**src/rtl/pwr_seq_pkg.sv**
```systemverilog
// Shared state codes, mode encodings and helpers for the power-mode sequencer.
package pwr_seq_pkg;

  typedef logic [3:0] state_t;

  localparam state_t StOn   = 4'd0;
  localparam state_t StOff  = 4'd1;
  localparam state_t StIso  = 4'd2;
  localparam state_t StRet  = 4'd3;
  localparam state_t StPdn  = 4'd4;
  localparam state_t StPup  = 4'd5;
  localparam state_t StRstr = 4'd6;
  localparam state_t StDiso = 4'd7;
  localparam state_t StLvl  = 4'd8;

  typedef logic [1:0] mode_t;

  localparam mode_t MODE_OFF  = 2'd0;
  localparam mode_t MODE_LOW  = 2'd1;
  localparam mode_t MODE_MOD  = 2'd2;
  localparam mode_t MODE_HIGH = 2'd3;

  // Bit 0 = low rail, bit 1 = moderate rail, bit 2 = high rail.
  function automatic logic [2:0] mode_rails(input mode_t mode);
    logic [2:0] rails;
    case (mode)
      MODE_LOW:  rails = 3'b001;
      MODE_MOD:  rails = 3'b010;
      MODE_HIGH: rails = 3'b100;
      default:   rails = 3'b000;
    endcase
    return rails;
  endfunction

  function automatic logic is_stable(input state_t state);
    return (state == StOn) || (state == StOff);
  endfunction

endpackage

```
**src/rtl/pwr_seq_timer.sv**
```systemverilog
// Loadable down-counter that saturates at zero; zero_o flags the end of a step.
module pwr_seq_timer #(
  parameter int unsigned Width = 3
) (
  input  logic             clk_i,
  input  logic             rst_ni,
  input  logic             load_i,
  input  logic [Width-1:0] load_val_i,
  output logic             zero_o
);

  logic [Width-1:0] cnt_q, cnt_d;

  always_comb begin
    cnt_d = cnt_q;
    if (load_i) begin
      cnt_d = load_val_i;
    end else if (cnt_q != '0) begin
      cnt_d = cnt_q - Width'(1);
    end
  end

  always_ff @(posedge clk_i) begin
    if (!rst_ni) begin
      cnt_q <= '0;
    end else begin
      cnt_q <= cnt_d;
    end
  end

  assign zero_o = (cnt_q == '0);

endmodule

```
**src/rtl/pwr_seq_ctrl.sv**
```systemverilog
// Power-mode sequencer: FSM walking isolate/retain/power steps, with every output
// registered as a decode of the current state.
module pwr_seq_ctrl
  import pwr_seq_pkg::*;
#(
  parameter int unsigned STEP_CYC   = 2,
  parameter int unsigned SETTLE_CYC = 4
) (
  input  logic       clk,
  input  logic       reset,
  input  logic       req_valid,
  input  logic [1:0] req_mode,
  output logic       req_ready,
  output logic [1:0] cur_mode,
  output logic       done,
  output logic       IN_PWR,
  output logic       OUT_PWR,
  output logic       ALU_PWR_low,
  output logic       ALU_PWR_moderate,
  output logic       ALU_PWR_high,
  output logic       IN_ISO_PWR,
  output logic       OUT_RET_PWR,
  output logic       IN_ISO,
  output logic       OUT_RET
);

  localparam int unsigned MaxCyc = (STEP_CYC > SETTLE_CYC) ? STEP_CYC : SETTLE_CYC;
  localparam int unsigned CntW   = $clog2(MaxCyc) + 1;
  localparam logic [CntW-1:0] StepLd   = CntW'(STEP_CYC - 1);
  localparam logic [CntW-1:0] SettleLd = CntW'(SETTLE_CYC - 1);

  state_t state_q, state_d;
  mode_t  tgt_q, tgt_d;
  logic   ld;
  logic [CntW-1:0] ld_val;
  logic   tmr_zero;
  logic   accept;

  logic       in_pwr_q, in_pwr_d;
  logic       out_pwr_q, out_pwr_d;
  logic [2:0] alu_q, alu_d;
  logic       iso_q, iso_d;
  logic       ret_q, ret_d;
  logic       ready_q, ready_d;
  logic       done_q, done_d;
  mode_t      cur_mode_q, cur_mode_d;
  logic       aon_q;

  pwr_seq_timer #(
    .Width(CntW)
  ) u_timer (
    .clk_i      (clk),
    .rst_ni     (reset),
    .load_i     (ld),
    .load_val_i (ld_val),
    .zero_o     (tmr_zero)
  );

  // ready_q lags state_q by one edge, so both must agree before a request is taken.
  assign accept = req_valid && ready_q && is_stable(state_q) && (req_mode != cur_mode_q);

  always_comb begin
    state_d = state_q;
    tgt_d   = tgt_q;
    ld      = 1'b0;
    ld_val  = '0;
    unique case (state_q)
      StOn: begin
        if (accept) begin
          tgt_d = req_mode;
          ld    = 1'b1;
          if (req_mode == MODE_OFF) begin
            state_d = StIso;
            ld_val  = StepLd;
          end else begin
            state_d = StLvl;
            ld_val  = SettleLd;
          end
        end
      end
      StOff: begin
        if (accept) begin
          tgt_d   = req_mode;
          state_d = StPup;
          ld      = 1'b1;
          ld_val  = SettleLd;
        end
      end
      StIso:  if (tmr_zero) begin state_d = StRet;  ld = 1'b1; ld_val = StepLd; end
      StRet:  if (tmr_zero) begin state_d = StPdn;  ld = 1'b1; ld_val = StepLd; end
      StPdn:  if (tmr_zero) begin state_d = StOff;  ld = 1'b1; end
      StPup:  if (tmr_zero) begin state_d = StRstr; ld = 1'b1; ld_val = StepLd; end
      StRstr: if (tmr_zero) begin state_d = StDiso; ld = 1'b1; ld_val = StepLd; end
      StDiso: if (tmr_zero) begin state_d = StOn;   ld = 1'b1; end
      StLvl:  if (tmr_zero) begin state_d = StOn;   ld = 1'b1; end
      default: begin
        state_d = StOn;
        tgt_d   = MODE_HIGH;
      end
    endcase
  end

  // Isolation and retention steps keep the rails as they were on entry.
  always_comb begin
    in_pwr_d   = in_pwr_q;
    out_pwr_d  = out_pwr_q;
    alu_d      = alu_q;
    iso_d      = iso_q;
    ret_d      = ret_q;
    cur_mode_d = cur_mode_q;
    unique case (state_q)
      StOn: begin
        in_pwr_d   = 1'b1;
        out_pwr_d  = 1'b1;
        alu_d      = mode_rails(tgt_q);
        iso_d      = 1'b0;
        ret_d      = 1'b0;
        cur_mode_d = tgt_q;
      end
      StOff: begin
        in_pwr_d   = 1'b0;
        out_pwr_d  = 1'b0;
        alu_d      = 3'b000;
        iso_d      = 1'b1;
        ret_d      = 1'b1;
        cur_mode_d = MODE_OFF;
      end
      StIso: iso_d = 1'b1;
      StRet: begin
        iso_d = 1'b1;
        ret_d = 1'b1;
      end
      StPdn: begin
        in_pwr_d  = 1'b0;
        out_pwr_d = 1'b0;
        alu_d     = 3'b000;
        iso_d     = 1'b1;
        ret_d     = 1'b1;
      end
      StPup: begin
        in_pwr_d  = 1'b1;
        out_pwr_d = 1'b1;
        alu_d     = mode_rails(tgt_q);
        iso_d     = 1'b1;
        ret_d     = 1'b1;
      end
      StRstr: ret_d = 1'b0;
      StDiso: iso_d = 1'b0;
      StLvl:  alu_d = mode_rails(tgt_q);
      default: ;
    endcase
    ready_d = is_stable(state_q);
    done_d  = is_stable(state_q) && !ready_q;
  end

  always_ff @(posedge clk) begin
    if (!reset) begin
      state_q    <= StOn;
      tgt_q      <= MODE_HIGH;
      in_pwr_q   <= 1'b1;
      out_pwr_q  <= 1'b1;
      alu_q      <= mode_rails(MODE_HIGH);
      iso_q      <= 1'b0;
      ret_q      <= 1'b0;
      ready_q    <= 1'b1;
      done_q     <= 1'b0;
      cur_mode_q <= MODE_HIGH;
      aon_q      <= 1'b1;
    end else begin
      state_q    <= state_d;
      tgt_q      <= tgt_d;
      in_pwr_q   <= in_pwr_d;
      out_pwr_q  <= out_pwr_d;
      alu_q      <= alu_d;
      iso_q      <= iso_d;
      ret_q      <= ret_d;
      ready_q    <= ready_d;
      done_q     <= done_d;
      cur_mode_q <= cur_mode_d;
      aon_q      <= 1'b1;
    end
  end

  assign req_ready        = ready_q;
  assign cur_mode         = cur_mode_q;
  assign done             = done_q;
  assign IN_PWR           = in_pwr_q;
  assign OUT_PWR          = out_pwr_q;
  assign ALU_PWR_low      = alu_q[0];
  assign ALU_PWR_moderate = alu_q[1];
  assign ALU_PWR_high     = alu_q[2];
  assign IN_ISO_PWR       = aon_q;
  assign OUT_RET_PWR      = aon_q;
  assign IN_ISO           = iso_q;
  assign OUT_RET          = ret_q;

endmodule

```
**config.mk**
```make
export PLATFORM = sky130hd
export DESIGN_NAME = pwr_seq_ctrl
export DESIGN_NICKNAME = d
export VERILOG_FILES = /design/src/rtl/pwr_seq_pkg.sv /design/src/rtl/pwr_seq_timer.sv /design/src/rtl/pwr_seq_ctrl.sv
export SDC_FILE = /design/constraint.sdc
export NUM_CORES = 1
export LEC_CHECK = 0
export ABC_AREA = 1
export CELL_PAD_IN_SITES_DETAIL_PLACEMENT = 2
export CELL_PAD_IN_SITES_GLOBAL_PLACEMENT = 2
export CORE_AREA = 2 2 66 68
export DETAILED_ROUTE_END_ITERATION = 16
export DIE_AREA = 0 0 68 70
export GPL_ROUTABILITY_DRIVEN = 0
export PLACE_DENSITY = 0.72
export RECOVER_POWER = 50
export SYNTH_ARGS = -nofsm -noshare
export SYNTH_HDL_FRONTEND = slang
export SYNTH_SLANG_ARGS = --single-unit
```
**constraint.sdc**
```tcl
create_clock -name clk -period 1.5 [get_ports clk]
set_input_delay 0.225 -clock clk [delete_from_list [all_inputs] [get_ports clk]]
set_output_delay 0.225 -clock clk [all_outputs]
set_load 0.02 [all_outputs]
```
==> results of run 1 <==
-- state kept, by name, indices dropped and copies added, names as in the netlist --
register,cells
u_timer.cnt_q,3
IN_ISO,1
req_ready,1
alu_q,3
state_q,4
OUT_RET,1
tgt_q,2
cur_mode,2
done,1
OUT_PWR,1
-- cells in the mapped netlist --
library cell,count
nand2_1,43
dfxtp_1,19
inv_1,18
nand3_1,16
nor2_1,11
inv_2,7
nor2_2,6
o211ai_1,6
nand2_2,4
buf_4,3
nor2_4,3
a21oi_2,2
ha_1,2
nand2_4,2
nand4_1,2
nor3_1,2
nor4_1,2
a21oi_1,1
a31oi_1,1
buf_6,1
conb_1,1
nand2_8,1
nand3_2,1
o21ai_0,1
o21ai_1,1
o21ai_4,1
o221ai_1,1
xnor2_1,1
-- routing by layer --
layer / global-route usage / routed length, um
met1: 0.210 / 1590
met2: 0.278 / 1740
met3: 0.0193 / 48
met4: 0.0467 / 27
met5: 0 / 0
-- worst min path at each step --
stage / startpoint / end / slack, ps
after floorplan: reset / state_q[2]$_SDFFE_PN0P_ / 350
after global placement: req_ready$_SDFF_PN1_ / done$_SDFF_PN0_ / 440
after detailed placement: req_ready$_SDFF_PN1_ / done$_SDFF_PN0_ / 450
after CTS: req_ready$_SDFF_PN1_ / done$_SDFF_PN0_ / 460
after global routing: req_ready$_SDFF_PN1_ / done$_SDFF_PN0_ / 480
final: req_ready$_SDFF_PN1_ / done$_SDFF_PN0_ / 450
-- kinds of logic after synthesis --
family,count (synthesis)
xor+xnor,1
flops,19
fa+ha+maj,2
compound gates,14
other cells,1
buf+inv,29
simple gates,93
-- layout make-up --
class                   count  area [um^2]  area share
clock buffers               4         45.0      0.0316
inverters                  25         93.8      0.0658
well taps                  52         65.1      0.0457
multi-input cells         112          626       0.439
flip-flops and latches     19          383       0.269
repair buffers             25          213       0.149
-- report_power, final --
part / internal [mW] / switching (mW)
clock network: 0.189 / 0.185
registers: 0.698 / 0.156
logic: 0.800 / 1.38
-- stage by stage --
step	utilization	TNS [ps]
after floorplan	-	0
after global placement	0.333	-48.6
after detailed placement	0.333	-1080
after CTS	0.344	0
after global routing	0.344	-151
final	0.344	0
-- what timing repair did --
action	4_1_cts	5_1_grt
hold buffers	0	0
setup endpoints to repair	0	12
resized for setup	0	8
==> flow_summary.yaml, run 1 <==
run:
  total_of_max_cap_violations: 0
placed_design:
  detailedPlace.worstSlack_ps: -161
  port-buffer-count: 15
  placement.cell_area_um2: 1380
  dp.cells: 233
  dp_hpwl_um: 2730
sta:
  layout_min_cycle_time_ps: 1460
  hold_ws_ps: 453
  clock-skew-final_ps: 1.90
  setup_slack_ps: 36.6
  grt_setup_unrepaired: "true"
  timing.final.crit_share: 0.976
  number_of_hold_violations_in_the_final_report: 0
  setup_viol: 0
  drv_slew: 0
  achievable-frequency_mhz: 683
worst_setup_path:
  timing.critical_path.buf_inv: 1
  timing.critical_path.depth: 1
  worst_r2r_src: "u_timer.cnt_q[0]$_SDFFE_PN0P_"
  critPathTopFamily: "buffers and inverters"
  reg2reg_setup_slack_ps: 70
  crit_path_cell_trace: "clkdlybuf4s50_1"
  timing.critical_path.to_type: "primary output"
  cp.arrival_ps: 1240
  ff2ff_path_depth: 9
  timing.critical_path.slowest_cell_delay_ps: 610
  r2r-end: "state_q[0]$_SDFFE_PN0P_"
  worst_path_max_delay_cell: "clkdlybuf4s50_1"
  worstPathMaxFanout: 3
  crit_path_end: "IN_PWR"
  start_kind: "register"
  critPathKind: "register to primary output"
  crit_start: "OUT_PWR$_SDFFE_PN1P_"
  worst-endpoint-required_ps: 1270
hold_path:
  hold_class: "register to register"
  hold_path_depth: 1
outcome:
  status: "finished clean"
yosys:
  dominant_cell_type_by_area_after_synthesis: "dfxtp_1"
  ys_top_cells_by_area: "dfxtp_1 (34%), nand2_1 (14%), nand3_1 (7.1%)"
  synthesized_area_fraction_occupied_by_and_or_nand_nor_cells: 0.416
  synth_compound_gate_area_share: 0.0971
  synthDominantCellAreaShare: 0.339
  synth.cell_area_um2: 1120
  synth_xor_xnor_area_share: 0.00781
  synth-warning-count: 0
  synthesis.area_per_instance_um2: 7.05
  synth.lib_cells_used.distinct: 28
  gate_count_after_technology_mapping: 159
  combinational_family_with_the_most_area_after_synthesis: "simple AND/OR/NAND/NOR gates"
  postSynthRegisterBits: 19
  seq_area_frac_synth: 0.339
  post_synthesis_share_of_cell_area_spent_on_full_adders_half_adders_and_majority_gates: 0.0223
  synth_mux_area_frac: 0
finish:
  flow.area_growth_from_synthesis_pct: 27.1
  layout-drive-gt1-share: 0.232
  diodes: 0
  fill_cells: 515
  fin_nets: 193
  layout_common_cells: "nand2_1 (44), dfxtp_1 (17), inv_1 (17), nand3_1 (16), clkdlybuf4s50_1 (13)"
  post_layout_instance_count_excluding_filler_cells: 237
  layout.cell_area.non_filler_um2: 1430
  layout_commonest_cell: "nand2_1"
route:
  detailroute.via_count: 1097
  detailedRoute.firstIterationViolations: 29
  finalWirelength_um: 3410
  drc: 0
  first_pass_iters: 2
  final_antenna_net_count: 0
  post_drt_wl_per_cell_um: 14.4
  drt-vias-per-instance: 4.63
die:
  ios: 18
  rows: 24
  chipWidth_um: 68
  fp.coreArea_um2: 4140
  start_util: 0.271
  die_h_um: 70
  dieArea_um2: 4760
clocking:
  clkSlewWorstSetupHoldPaths_ps: 80
  cts_made_buffers: 3
  cts_htree_levels: 1
  cts_tree: "done"
  clockBufferDepth: 2
  clock_sinks: 19
  clkLatencyLatePin_ps: 260
  post-cts-setup-buffer-count: 0
  cts_root_buf: "clkbuf_8"
grt:
  grt_start_max_net_pins: 14
  globalRouteTotalUtil: 0.163
  grt_antenna_before_repair: 0
  first_global_vias: 1219
  grt_first_pass_wirelength_um: 5950
  grt_overflow_total: 0
pwr:
  ir_worst_vdd_mv: 0.633
  finalPower_mw: 3.41
  p_per_area_nw_per_um2: 2390
  leakagePower_nw: 0.672
Note: power is estimated with default switching activity, not from simulation.
==> inputs of run 2 (changes only) <==
- ABC_AREA: 1 -> default
- PLACE_DENSITY: 0.72 -> 0.68
- clock period: 1.5 -> 1.27 ns (I/O delays scaled with it)
==> run 2 against run 1 <==
  * The run now ends with negative setup slack left
  * Combinational power down 3%
  * Hold slack better by 48 ps
  * Design area is 29% higher
  * Power up 1.9%
  * Routed wire length rose by 35%
  * Global-route usage grew 2.4 points
  * Critical path depth up 5
  * Highest routed layer unchanged
==> flow_summary.yaml, run 2 <==
die:
  ios: 18
  dieArea_um2: 4760
  rows: 24
  chipWidth_um: 68
  start_util: 0.255
  die_h_um: 70
  fp.coreArea_um2: 4140
pwr:
  finalPower_mw: 3.47
  comb_power_share: 0.606
  share_clk_of_total_power: 0.130
  leakagePower_nw: 0.763
  power.share.switching: 0.411
  p_per_area_nw_per_um2: 1900
  power.net_switching_mw: 1.43
  seq_power_share: 0.264
  internal-power_mw: 2.05
  ir_worst_vdd_mv: 0.554
placed_design:
  placement.cell_area_um2: 1450
  port-buffer-count: 15
  dp.cells: 212
  dp_hpwl_um: 2700
clocking:
  post_cts_hold_buffer_count: 0
  cts_tree: "done"
  cts_root_buf: "clkbuf_8"
  cts_made_buffers: 3
  clockBufferDepth: 2
  clkSlewWorstSetupHoldPaths_ps: 90
  clkLatencyLatePin_ps: 270
  cts_htree_levels: 1
  clock_sinks: 19
finish:
  layout_common_cells: "buf_4 (32), buf_6 (12), dfxtp_1 (11), dlygate4sd2_1 (10), nor2_1 (7)"
  register_with_the_most_flip_flops: "state_q"
  post-route-util: 0.442
  diodes: 0
  post_layout_instance_count_excluding_filler_cells: 231
  layout-drive-gt1-share: 0.514
  sequential_cell_area_um2: 403
  flow.area_growth_from_synthesis_pct: 73.7
  multi_input_area_um2: 798
  largest_register_ffs: 4
  reg_top3: "state_q x4, alu_q x3, u_timer.cnt_q x3"
  fill_cells: 439
  fin_nets: 187
  layout.cell_area.non_filler_um2: 1830
  layout_commonest_cell: "buf_4"
route:
  drc: 0
  finalWirelength_um: 4610
  final_antenna_net_count: 0
  drt-vias-per-instance: 5.08
  detailedRoute.firstIterationViolations: 62
  post_drt_wl_per_cell_um: 20.0
  detailroute.via_count: 1173
  first_pass_iters: 4
yosys:
  gate_count_after_technology_mapping: 128
  synth.lib_cells_used.distinct: 44
  yosysMostFrequentCell: "dfxtp_1"
  yosys-top-cells-count: "dfxtp_1 (19), nor2_1 (10), o21ai_0 (8)"
  ys_top_cells_by_area: "dfxtp_1 (36%), o21ai_0 (3.8%), nor2_1 (3.6%)"
  ys.flop_type: "dfxtp_1"
  synth.cell_area_um2: 1050
  dominant_cell_type_by_area_after_synthesis: "dfxtp_1"
  synthDominantCellAreaShare: 0.361
  synth-async-reset-ratio: 0
  synth-warning-count: 0
  seq_area_frac_synth: 0.361
  postSynthRegisterBits: 19
  synth_edf_count: 0
  synthesis.area_per_instance_um2: 8.24
outcome:
  status: "complete, but fails checks"
  failed_checks: "negative setup slack"
sta:
  setup_viol: 10
  drv_slew: 0
  layout_min_cycle_time_ps: 1420
  setup_slack_ps: -149
  number_of_hold_violations_in_the_final_report: 0
  achievable-frequency_mhz: 705
  grt_setup_unrepaired: "true"
  timing.final.crit_share: 1.12
  clock-skew-final_ps: 12.6
hold_path:
  hold_path.startpoint: "alu_q[2]$_SDFFE_PN1P_"
  hold_class: "register to register"
grt:
  first_global_vias: 1276
  grt_first_pass_wirelength_um: 6670
  grt_antenna_before_repair: 0
  globalRouteTotalUtil: 0.186
  grt_overflow_total: 0
  grt_start_max_net_pins: 12
worst_setup_path:
  worst_path_max_delay_cell: "or4_4"
  worst-endpoint-required_ps: 1470
  crit_start: "req_mode[1]"
  crit_path_cell_trace: "dlygate4sd2_1 > buf_4 > or4_4 > a31oi_4 > o211ai_1 > a21boi_1"
  worst_r2r_src: "state_q[0]$_SDFFE_PN0P_"
  start_kind: "input pin"
  critPathKind: "input pin to register"
  cp.arrival_ps: 1620
  worstPathMaxFanout: 3
  timing.critical_path.to_type: "register"
  timing.critical_path.slowest_cell_delay_ps: 520
run:
  total_of_max_cap_violations: 0
run 2: timing repair:
item | in CTS | in global routing
setup endpoints to repair | 26 | 18
buffers inserted | 7 | 8
pin swaps | 11 | 12
gates resized for setup | 45 | 40
run 2: worst max-delay path, delay by kind of cell:
family / cells / cell delay (ps)
AO/OA/AOI/OAI: 3 / 470
buffers and inverters: 2 / 430
AND/OR/NAND/NOR: 1 / 520
run 2: metal layers:
layer  up-vias  GRT usage  part of all wire
li1        552          -                 -
met1       600      0.225              0.40
met2        17      0.344              0.57
met3         4     0.0338             0.022
met4         0     0.0200            0.0037
met5         -          0                 0
run 2: power by group through the flow:
stage	clock network, mW	logic, mW	registers, mW
after floorplan	0	0.793	0.941
after global placement	0	1.49	0.892
final	0.453	2.11	0.916
after global routing	0.479	2.27	0.940
after detailed placement	0	1.58	0.898
after CTS	0.461	1.72	0.910
run 2: area by class of cell:
type                            instances  share of cell area
Sequential cell                        19               0.220
Clock buffer                            3              0.0225
Inverter                                5              0.0102
Clock inverter                          1             0.00273
Tap cell                               52              0.0355
Timing Repair Buffer                   59               0.273
Multi-Input combinational cell         92               0.436
run 2: path summary, 6_finish.rpt:
check	cells past startpoint	endpoint	slack, ps
max	6	state_q[1]$_SDFFE_PN0P_	-150
min	2	alu_q[2]$_SDFFE_PN1P_	500
max reg2reg	4	state_q[1]$_SDFFE_PN0P_	-150
min reg2reg	2	alu_q[2]$_SDFFE_PN1P_	500
run 2: kinds of logic after synthesis:
| logic type | after synthesis | synth area share |
|---|---|---|
| flip-flops | 19 | 0.361 |
| AND/OR/NAND/NOR | 49 | 0.257 |
| other | 1 | 0.00356 |
| buffers and inverters | 18 | 0.0854 |
| adder cells (fa/ha/maj) | 2 | 0.0237 |
| XOR/XNOR | 4 | 0.0332 |
| AO/OA/AOI/OAI | 35 | 0.236 |
run 2: through the flow:
stage / TNS, ps / setup WS (ps) / hold slack (ps)
after floorplan: -181 / -98.8 / 445
after global placement: -3230 / -451 / 452
after detailed placement: -4070 / -541 / 494
after CTS: -812 / -161 / 511
after global routing: -1580 / -195 / 539
final: -810 / -149 / 501
==> RTL change: new RTL, flow settings as in run 1 <==
Change the parameter `SETTLE_CYC` from 4 to 16.
--- a/src/rtl/pwr_seq_ctrl.sv
+++ b/src/rtl/pwr_seq_ctrl.sv
@@ -6,3 +6,3 @@
   parameter int unsigned STEP_CYC   = 2,
-  parameter int unsigned SETTLE_CYC = 4
+  parameter int unsigned SETTLE_CYC = 16
 ) (
Check against the original RTL: not equivalent (a bounded check fails within 10 cycles, from zero or initial values and one cycle with reset low).
==> RTL change against run 1 <==
  * Critical path depth is the same
  * Synthesized area grew 6.1%
  * Sequential cell count grew 2
  * Combinational power grew 8%
  * Power grew 9.3%
  * Wire length grew 10%
  * Setup slack gained 26 ps
  * Final area grew 8.5%
  * Clock power grew 5.9%
  * Count of clock-buffer cells in the layout shrank 1
  * Largest cell class unchanged
==> RTL change: results (changes against run 1) <==
[global_routing]
use_met2 = 0.301  ; +0.0227
antenna_found_initial = 0  ; unchanged
grt_pass1_vias = 1303  ; +6.9%
grt_start_max_net_pins = 14  ; unchanged
grt_use_met3 = 0.0306  ; +0.0113
grt_pass1_wl_um = 6140  ; +3.1%
grt_usage = 0.167  ; +0.00466
met1_usage = 0.199  ; -0.0108

[final_layout]
sh_seq_area = 0.276  ; +0.00723
multi_input_gates = 124  ; +11%
inv_count = 24  ; -4.0%
drive_above_1_share = 0.217  ; -0.0153
reg_top3 = u_timer.cnt_q x5, state_q x4, alu_q x3
fin_area_um2 = 1550  ; +8.5%
clock_area_frac = 0.0299  ; -0.00167
signal_buffers = 25  ; unchanged
buf_share = 0.155  ; +0.00609
n_fill_cell = 507  ; -1.6%
multi_input_area_share = 0.439  ; -0.000469
finalNonFillerCells = 250  ; +5.5%
nFlopsAndLatches = 21  ; +2
nets = 206  ; +6.7%

[placed_design]
place_hpwl_um = 2870  ; +5.0%
place_area_um2 = 1430  ; +3.8%
dp.cells = 243  ; +4.3%

[route]
drt-wirelength-per-cell_um = 15.0  ; +4.5%
vias_per_cell = 4.78  ; +3.4%
drtIter0Drc = 32  ; +10%

[yosys]
yosysSeqAreaShare = 0.353  ; +0.0140
synth_area_leaders = dfxtp_1 35%, nand2_1 15%, nor2_1 6.3%
synthTopCellsByCount = 48 x nand2_1, 21 x dfxtp_1, 20 x nor2_1
yosys_warnings = 0  ; unchanged
ys_types = 27  ; -3.6%
ys.flop_type = dfxtp_1
synth_area_per_cell_um2 = 6.92  ; -1.9%

[timing]
skew_ps = 1.35  ; -0.548 ps

[setup_path]
worstPathArrival_ps = 1210  ; -30 ps
reg2reg_depth = 9  ; unchanged
cp_slowest_stage_delay_ps = 600
critPathTopFamily = buffers and inverters
r2r_setup_slack_ps = 100  ; +30 ps
crit_path_start = alu_q[1]
crit_end = ALU_PWR_moderate
path_max_fanout = 2  ; -1
r2r_end = state_q[1]
r2r-start = u_timer.cnt_q[1]

[hold_path]
hold_start = req_ready
hp-class = reg2reg

[power_and_ir_drop]
leakagePower_nw = 0.784  ; +17%
ir_drop_v = 0.000889  ; +40%

[cts]
postCtsHoldBufs = 0  ; unchanged
cts_htree_levels = 1  ; unchanged

[run_status]
outcome = complete, no violations

RTL change: cell types whose count changed after synthesis, sizes merged, moves of 2 or more:
| cell | delta |
|---|---|
| nand2 | +4 |
| dfxtp | +2 |
| o21ai | +5 |
| nand3 | -3 |
| nor2 | +4 |
| xor2 | +3 |
RTL change: timing repair:
item | 4_1_cts | 5_1_grt
setup endpoints to repair | 0 | 17
setup buffers | 0 | 3
gates resized for setup | 0 | 18
RTL change: worst min-delay path by stage:
| stage | slack, ps | depth (start not counted) | to |
|---|---|---|---|
| floorplan | 370 | 2 | u_timer.cnt_q[1] |
| global placement | 440 | 2 | alu_q[2] |
| detailed placement | 450 | 1 | done |
| CTS | 460 | 1 | done |
| global route | 490 | 1 | done |
| finish | 450 | 1 | done |
RTL change: cells by family after synthesis:
family,synth area share
compound gates,0.116
other cells,0.00315
simple gates,0.386
buf+inv,0.0988
fa+ha+maj,0.0210
xor+xnor,0.0221
flops,0.353
RTL change: power by group:
part | switching [mW] | internal [mW] | leakage [nW] | total [mW]
combinational | 1.45 | 0.904 | 0.584 | 2.36
clock | 0.211 | 0.186 | 0.0255 | 0.397
sequential | 0.195 | 0.779 | 0.175 | 0.974
RTL change: through the flow:
| stage | setup TNS, ps | hold WS (ps) | utilization | worst slack, ps |
|---|---|---|---|---|
| 2_1_floorplan | 0 | 366 | - | 217 |
| 3_5_place_dp | -910 | 452 | 0.346 | -116 |
| 5_1_grt | -60.3 | 494 | 0.373 | -44.4 |
| 4_1_cts | 0 | 464 | 0.357 | 7.66 |
| 6_report | 0 | 455 | 0.373 | 62.7 |
| 3_3_place_gp | -128 | 439 | 0.346 | -39.9 |
RTL change: routing by layer:
layer  up-vias  part of all wire
li1        595                 -
met1       584              0.41
met2        13              0.55
met3         4             0.023
met4         0            0.0091
met5         -                 0
